--- src/rtl/serv_ifetch_buf.sv ---
// serv_ifetch_buf: instruction-fetch stage ahead of decode/immdec.
// Runs one Wishbone classic read per fetch request and presents the
// captured word (bits [31:2]) with a one-cycle o_wb_en strobe. Flags
// non-32-bit encodings through o_instr_bad.
// Optional ack watchdog: define SERV_IFETCH_TIMEOUT_EN to abort fetches
// that see no ack. The abort is reported on o_fetch_err.
module serv_ifetch_buf #(
   parameter int unsigned TIMEOUT_W = 4
) (
   input  logic        clk,
   input  logic        i_rst,
   input  logic        i_fetch_req,
   input  logic [31:0] i_pc,
   output logic [31:0] o_ibus_adr,
   output logic        o_ibus_cyc,
   input  logic [31:0] i_ibus_rdt,
   input  logic        i_ibus_ack,
   output logic [29:0] o_wb_rdt,
   output logic        o_wb_en,
   output logic        o_instr_bad,
   output logic        o_fetch_err,
   output logic        o_busy
);

   typedef enum logic [1:0] {
      IDLE = 2'd0,
      BUSY = 2'd1,
      DONE = 2'd2
   } state_t;

   state_t      r_state;
   state_t      w_state_nxt;

   // Fetch address is held with the byte offset already cleared.
   logic [31:0] r_pc;
   logic        r_cyc;
   logic [29:0] r_wb_rdt;
   logic        r_instr_bad;

   logic        w_accept;
   logic        w_capture;
   logic        w_abort;
   logic        w_timeout;

   // State register
   always_ff @(posedge clk or posedge i_rst) begin
      if (i_rst)
         r_state <= IDLE;
      else
         r_state <= w_state_nxt;
   end

   // Next-state and transaction control decode
   always_comb begin
      w_state_nxt = r_state;
      w_accept    = 1'b0;
      w_capture   = 1'b0;
      w_abort     = 1'b0;
      case (r_state)
         IDLE: begin
            if (i_fetch_req) begin
               w_accept    = 1'b1;
               w_state_nxt = BUSY;
            end
         end
         BUSY: begin
            if (i_ibus_ack) begin
               w_capture   = 1'b1;
               w_state_nxt = DONE;
            end else if (w_timeout) begin
               w_abort     = 1'b1;
               w_state_nxt = IDLE;
            end
         end
         DONE: begin
            if (i_fetch_req) begin
               w_accept    = 1'b1;
               w_state_nxt = BUSY;
            end else begin
               w_state_nxt = IDLE;
            end
         end
         default: w_state_nxt = IDLE;
      endcase
   end

   // Bus cycle, fetch address and captured instruction registers
   always_ff @(posedge clk or posedge i_rst) begin
      if (i_rst) begin
         r_pc        <= '0;
         r_cyc       <= 1'b0;
         r_wb_rdt    <= '0;
         r_instr_bad <= 1'b0;
      end else begin
         if (w_accept) begin
            r_pc  <= i_pc & 32'hFFFF_FFFC;
            r_cyc <= 1'b1;
         end else if (w_capture || w_abort) begin
            r_cyc <= 1'b0;
         end
         if (w_capture) begin
            r_wb_rdt    <= i_ibus_rdt[31:2];
            r_instr_bad <= (i_ibus_rdt[1:0] != 2'b11);
         end
      end
   end

`ifdef SERV_IFETCH_TIMEOUT_EN
   // Abort on the edge where the counter would reach all-ones. With
   // TIMEOUT_W=4 this gives 15 BUSY cycles. An ack in that cycle still wins.
   localparam logic [TIMEOUT_W-1:0] WDOG_TERM = TIMEOUT_W'((1 << TIMEOUT_W) - 2);

   logic [TIMEOUT_W-1:0] r_wdog;
   logic                 r_fetch_err;

   assign w_timeout = (r_wdog == WDOG_TERM);

   // Ack watchdog and one-cycle abort pulse
   always_ff @(posedge clk or posedge i_rst) begin
      if (i_rst) begin
         r_wdog      <= '0;
         r_fetch_err <= 1'b0;
      end else begin
         r_fetch_err <= w_abort;
         if (w_accept)
            r_wdog <= '0;
         else if (r_state == BUSY && !i_ibus_ack)
            r_wdog <= r_wdog + 1'b1;
      end
   end

   assign o_fetch_err = r_fetch_err;
`else
   assign w_timeout   = 1'b0;
   assign o_fetch_err = 1'b0;

   // Without the watchdog TIMEOUT_W has no effect. This empty block keeps
   // it referenced, so the parameter list is the same in both builds.
   if (TIMEOUT_W == 0) begin : g_no_wdog
   end
`endif

   assign o_ibus_adr  = r_pc;
   assign o_ibus_cyc  = r_cyc;
   assign o_wb_rdt    = r_wb_rdt;
   assign o_instr_bad = r_instr_bad;
   assign o_wb_en     = (r_state == DONE);
   // The abort pulse cycle is still counted as busy.
   assign o_busy      = (r_state != IDLE) | o_fetch_err;

endmodule

--- config.mk ---
export PLATFORM = sky130hd
export DESIGN_NAME = serv_ifetch_buf
export DESIGN_NICKNAME = d
export VERILOG_FILES = /design/src/rtl/serv_ifetch_buf.sv
export SDC_FILE = /design/constraint.sdc
export NUM_CORES = 1
export LEC_CHECK = 0
export BUFFER_PORTS_ARGS = -buffer_cell sky130_fd_sc_hd__buf_4
export CAP_MARGIN = 10
export CELL_PAD_IN_SITES_DETAIL_PLACEMENT = 1
export CELL_PAD_IN_SITES_GLOBAL_PLACEMENT = 1
export CORE_AREA = 8 8 93 95
export CTS_BUF_LIST = sky130_fd_sc_hd__clkbuf_8
export DETAILED_ROUTE_END_ITERATION = 10
export DIE_AREA = 0 0 101 103
export PLACE_DENSITY_LB_ADDON = 0.1
export SYNTH_ARGS = -nofsm -noshare
export SYNTH_HDL_FRONTEND = slang
export SYNTH_SLANG_ARGS = --single-unit
export TNS_END_PERCENT = 10
--- constraint.sdc ---
create_clock -name clk -period 2.73 [get_ports clk]
set_clock_uncertainty 0.2 [all_clocks]
set_input_delay 0.273 -clock clk [delete_from_list [all_inputs] [get_ports clk]]
set_output_delay 0.273 -clock clk [all_outputs]
set_load 0.01 [all_outputs]
### After elaboration in Yosys (flattened, before gate mapping)

Index checks and enable logic that the tools add are counted.

| storage, ports and cells | value |
|---|---|
| bits in registers | 64 |
| input port bits | 68 |
| output and inout bits | 67 |
| word-level logic and storage cells | 25 |

| operators by class | value |
|---|---|
| equality and inequality tests | 5 |
| multiplexer cells | 10 |
| reductions and logical operators | 5 |

Operator list:

| kind | number |
|---|---|
| $mux W1 | 7 |
| $ne A2 B2 Y1 const B | 3 |
| $pmux W2 S3 | 1 |
| $mux W2 | 2 |
| $reduce_bool A2 Y1 | 2 |
| $eq A2 B1 Y1 const B | 1 |
| $eq A2 B2 Y1 const B | 1 |
| $logic_not A2 Y1 | 1 |
| $reduce_and A2 Y1 | 1 |
| $reduce_or A2 Y1 | 1 |

### Logic depth before layout (Yosys ltp)

| depth | value |
|---|---|
| word-level depth | 4 |
| gate-level depth with buffers | 3 |
| depth with buffers taken out | 2 |

### Worst setup path after synthesis

Ideal clock, no wire load.

| timing | value |
|---|---|
| path kind | register -> register |
| start point | reg r_state[0] |
| end point | reg r_pc[10] (netlist: o_ibus_adr[10]) |
| setup time | 0.125 ns |
| arrival | 1.155 ns |
| data required time | 2.405 ns |
| setup slack | 1.250 ns |
| cell stages (with the launch flop) | 4 |
| buffers on the path | 1 |
| clock period less this slack | 1.480 ns |
| cells stage by stage | dfrtp_1 > nor2b_1 > buf_4 > mux2_2 |

| on the way | value |
|---|---|
| longest elaborated chain between the ends | 3 |
| elaborated cells on any way between the ends | 4 |
| those cells by class | 1 x eq/ne; 1 x mux; 2 x reduce/logical |

RTL lines:

| item | RTL line | source |
|---|---|---|
| from (decl) | 31 | `state_t r_state;` |
| from (signal assigned) | 50 | `r_state <= w_state_nxt;` |
| $eq A2 B2 Y1 or $logic_not A2 Y1 (tied branches) | 59 | `case (r_state)` |
| $reduce_or A2 Y1 (no source line) (*) | - |  |
| $mux W1 (*) | - |  |
| to (signal assigned) | 96 | `r_pc <= i_pc & 32'hFFFF_FFFC;` |
| to (decl) | 35 | `logic [31:0] r_pc;` |

Mark *: on every way between the ends. The rest lies on a longest branch, timed or not.
A chain may end at the register's enable or synchronous reset.

### Worst setup path after layout

| timing | value |
|---|---|
| start point | reg r_state[0] |
| end point | out o_busy |

| on the way | value |
|---|---|
| longest elaborated chain between the ends | 1 |

RTL lines:

| item | RTL line | source |
|---|---|---|
| $reduce_bool A2 Y1 | 149 | `assign o_busy = (r_state != IDLE) \| o_fetch_err;` |
| to (decl) | 22 | `output logic o_busy` |

Every way passes these cells.

==> run_results.csv <==
group,metric,value,unit
outcome,status,"complete, no violations",
routing,drt_wl_total,7777,um
floorplan,die_x,101,um
critical_path,timing.rr.start,"r_state[0]",
critical_path,cp-startpoint,"r_state[0]",
timing,period_minus_slack,1681,ps
routing,viasPerCell,4.275,
global_routing,grt_pass1_vias,2300,
clocking,htree_levels,3,
final_layout,area_growth,77.10,%
clocking,cts_buffer_depth,2,
timing,hold_viol,0,
pwr,combPwrFrac,35.0,%
timing,setup_viol,0,
pwr,cellPowerDensity,770.7,nW/um^2
critical_path,crit_path_end,"o_busy",
synthesis,ys_types,14,
synthesis,yosysTopAreaCell,"dfrtp_1",
pwr,p_switching,0.9638,mW
synthesis,ys_seq_area_share,65.57,%
timing,max_freq,594.9,MHz
pwr,peakVddDrop,425.2,uV
run,max_cap_viol_count,0,
clocking,cts_made_buffers,9,
critical_path,cp_max_fo,6,
routing,ant_nets,0,
routing,dr_total_vias,1928,
clocking,cts_root_buffer,"clkbuf_8",
routing,drt_iter0_drc,30,
floorplan,num_rows,31,
critical_path,cp.arrival,1210,ps
timing,tightest_slew,593.7,ps
critical_path,rrSetupSlack,1100,ps
timing,min_period_over_period,61.57,%
pwr,swShare,28.91,%
synthesis,yosysTopAreaCellShare,65.57,%
global_routing,antenna_found_initial,1,
floorplan,io_pins,135,
critical_path,rr_worst_depth,3,
timing,rsz0062_at_grt,"false",
synthesis,syn_area,2442,um^2
final_layout,drive_gt1_share,60.68,%
final_layout,nets,415,
synthesis,avgSynthCellArea,16.50,um^2
critical_path,cp.required,2260,ps
floorplan,fp.dieArea,10400,um^2
synthesis,ys_ff_latch,64,
routing,first_pass_iters,2,
critical_path,r2r-end,"o_wb_rdt[20]",
pwr,p_seq_share,41.6,%
clocking,cts_tree,"yes",
global_routing,gr-usage-all-layers,15.92,%
clocking,worstSkewPairLatency,320,ps
timing,slew_headroom,60.37,%
critical_path,crit_type,"flip-flop to primary output",
hold_path,min_path_type,"input pin to flip-flop",
clocking,post_cts_buffers,0,
global_routing,grt.overflow.total,0,
routing,drc_errors,0,
place,dp_hpwl,4812,um
timing,maxSlewViolCount,0,
critical_path,crit_path_end_kind,"primary output",
synthesis,synth_cells,148,
place,dp_cells,373,
place,gp_congestion,0.6439,
clocking,cts.sinks,64,
final_layout,fin_cells,451,
timing,tns,0,ps
synthesis,synthTopCellsByArea,"dfrtp_1 (66%), mux2_2 (28%), buf_4 (2.5%)",
global_routing,grt_pass1_wl,12350,um
pwr,p_int,2.370,mW
floorplan,fp.dieH,103,um
synthesis,yosysWarnings,0,
pwr,p_clk_share,23.3,%
routing,detail_route.wl_per_cell,17.24,um
critical_path,cp-start-kind,"flip-flop",
floorplan,coreArea,7137,um^2
place,io_buffer_count,129,
hold_path,min_from,"i_ibus_rdt[1]",
clocking,cts.clk_slew.worst_paths,70,ps
global_routing,grt_max_degree,38,
floorplan,start_util,34.22,%
pwr,p_leak,2.057,nW
==> cell usage after synthesis (all sizes together) <==
| cell | count |
|---|---|
| o21bai | 1 |
| nor3b | 1 |
| nand3b | 1 |
| nand2 | 1 |
| inv | 3 |
| and2b | 1 |
| o21ai | 1 |
| dfrtp | 64 |
| buf | 9 |
| or2 | 2 |
| conb | 1 |
| mux2 | 61 |
| nor2b | 2 |
==> through the flow <==
| step | utilization, % | hold slack [ps] | setup WS (ps) | power, mW | cell area [um^2] |
|---|---|---|---|---|---|
| global route | 60.61 | 59.95 | 981.1 | 3.538 | 4325 |
| CTS | 60.57 | 49.16 | 1020 | 3.370 | 4323 |
| detailed placement | 49.26 | 192.6 | 1080 | 2.494 | 3516 |
| global placement | 49.26 | 201.2 | 1102 | 2.464 | 3516 |
| finish | 60.61 | 59.98 | 1049 | 3.334 | 4325 |
| floorplan | - | 216.5 | 658.9 | 1.867 | 2450 |
==> registers in the layout, summed over array words and instances (netlist names) <==
signal and count:
r_state 2, o_wb_rdt 30, o_ibus_adr 30, o_ibus_cyc 1, o_instr_bad 1
==> per-layer routing <==
metal	track usage (%)	vias up	part of all wire (%)
met5	0	-	0
met4	6.300	0	1.1
met1	15.74	942	35
li1	-	900	-
met2	28.63	78	54
met3	7.157	8	9.3
==> area by class of cell <==
cell class / instances / area [um^2]
antenna: 1 / 2.502
clock buffer: 10 / 137.6
clock inverter: 5 / 48.80
fill: 750 / 2811
inverter: 3 / 11.26
multi-input combinational: 74 / 768.2
sequential: 64 / 1602
tap: 99 / 123.9
timing repair buffer: 195 / 1632
==> worst max-delay path, stage by stage (launching register included) <==
cell and delay (ps):
dfrtp_1 440, or2_2 290, buf_4 150
==> how the worst min path moves through the flow <==
| stage | end | cells after the start |
|---|---|---|
| after floorplan | o_ibus_cyc | 2 |
| after global placement | o_wb_rdt[13] | 2 |
| after detailed placement | o_wb_rdt[13] | 2 |
| after CTS | o_instr_bad | 3 |
| after global routing | o_instr_bad | 3 |
| final | o_instr_bad | 3 |
==> power by group through the flow <==
stage	registers [mW]	logic [mW]	clock network, mW
floorplan	1.52	0.350	0
global placement	1.38	1.09	0
detailed placement	1.40	1.10	0
CTS	1.39	1.17	0.810
global route	1.43	1.25	0.855
finish	1.39	1.17	0.778
==> cells by family (layout without fill, tap and decap cells) <==
family / count (synthesis) / count (layout) / synth area share [%]
flip-flops: 64 / 64 / 65.57
multiplexers: 61 / 61 / 28.13
buffers and inverters: 12 / 213 / 3.381
AND/OR/NAND/NOR: 8 / 8 / 2.254
AO/OA/AOI/OAI: 2 / 2 / 0.5122
other: 1 / 4 / 0.1535
==> layout by cell type (no fill, tap or decap), drive strengths merged, types with 2 or more instances in the layout <==
master / count
buf: 133
inv: 4
nor2b: 2
dfrtp: 64
clkbuf: 10
or2: 2
dlygate4sd3: 62
mux2: 61
clkinv: 3
conb: 3
==> repair_timing <==
item,in CTS,in global routing
gates resized for setup,0,0
endpoints found under the hold margin,88,0
hold buffers,62,0
Power figures use the tool's default switching activity.
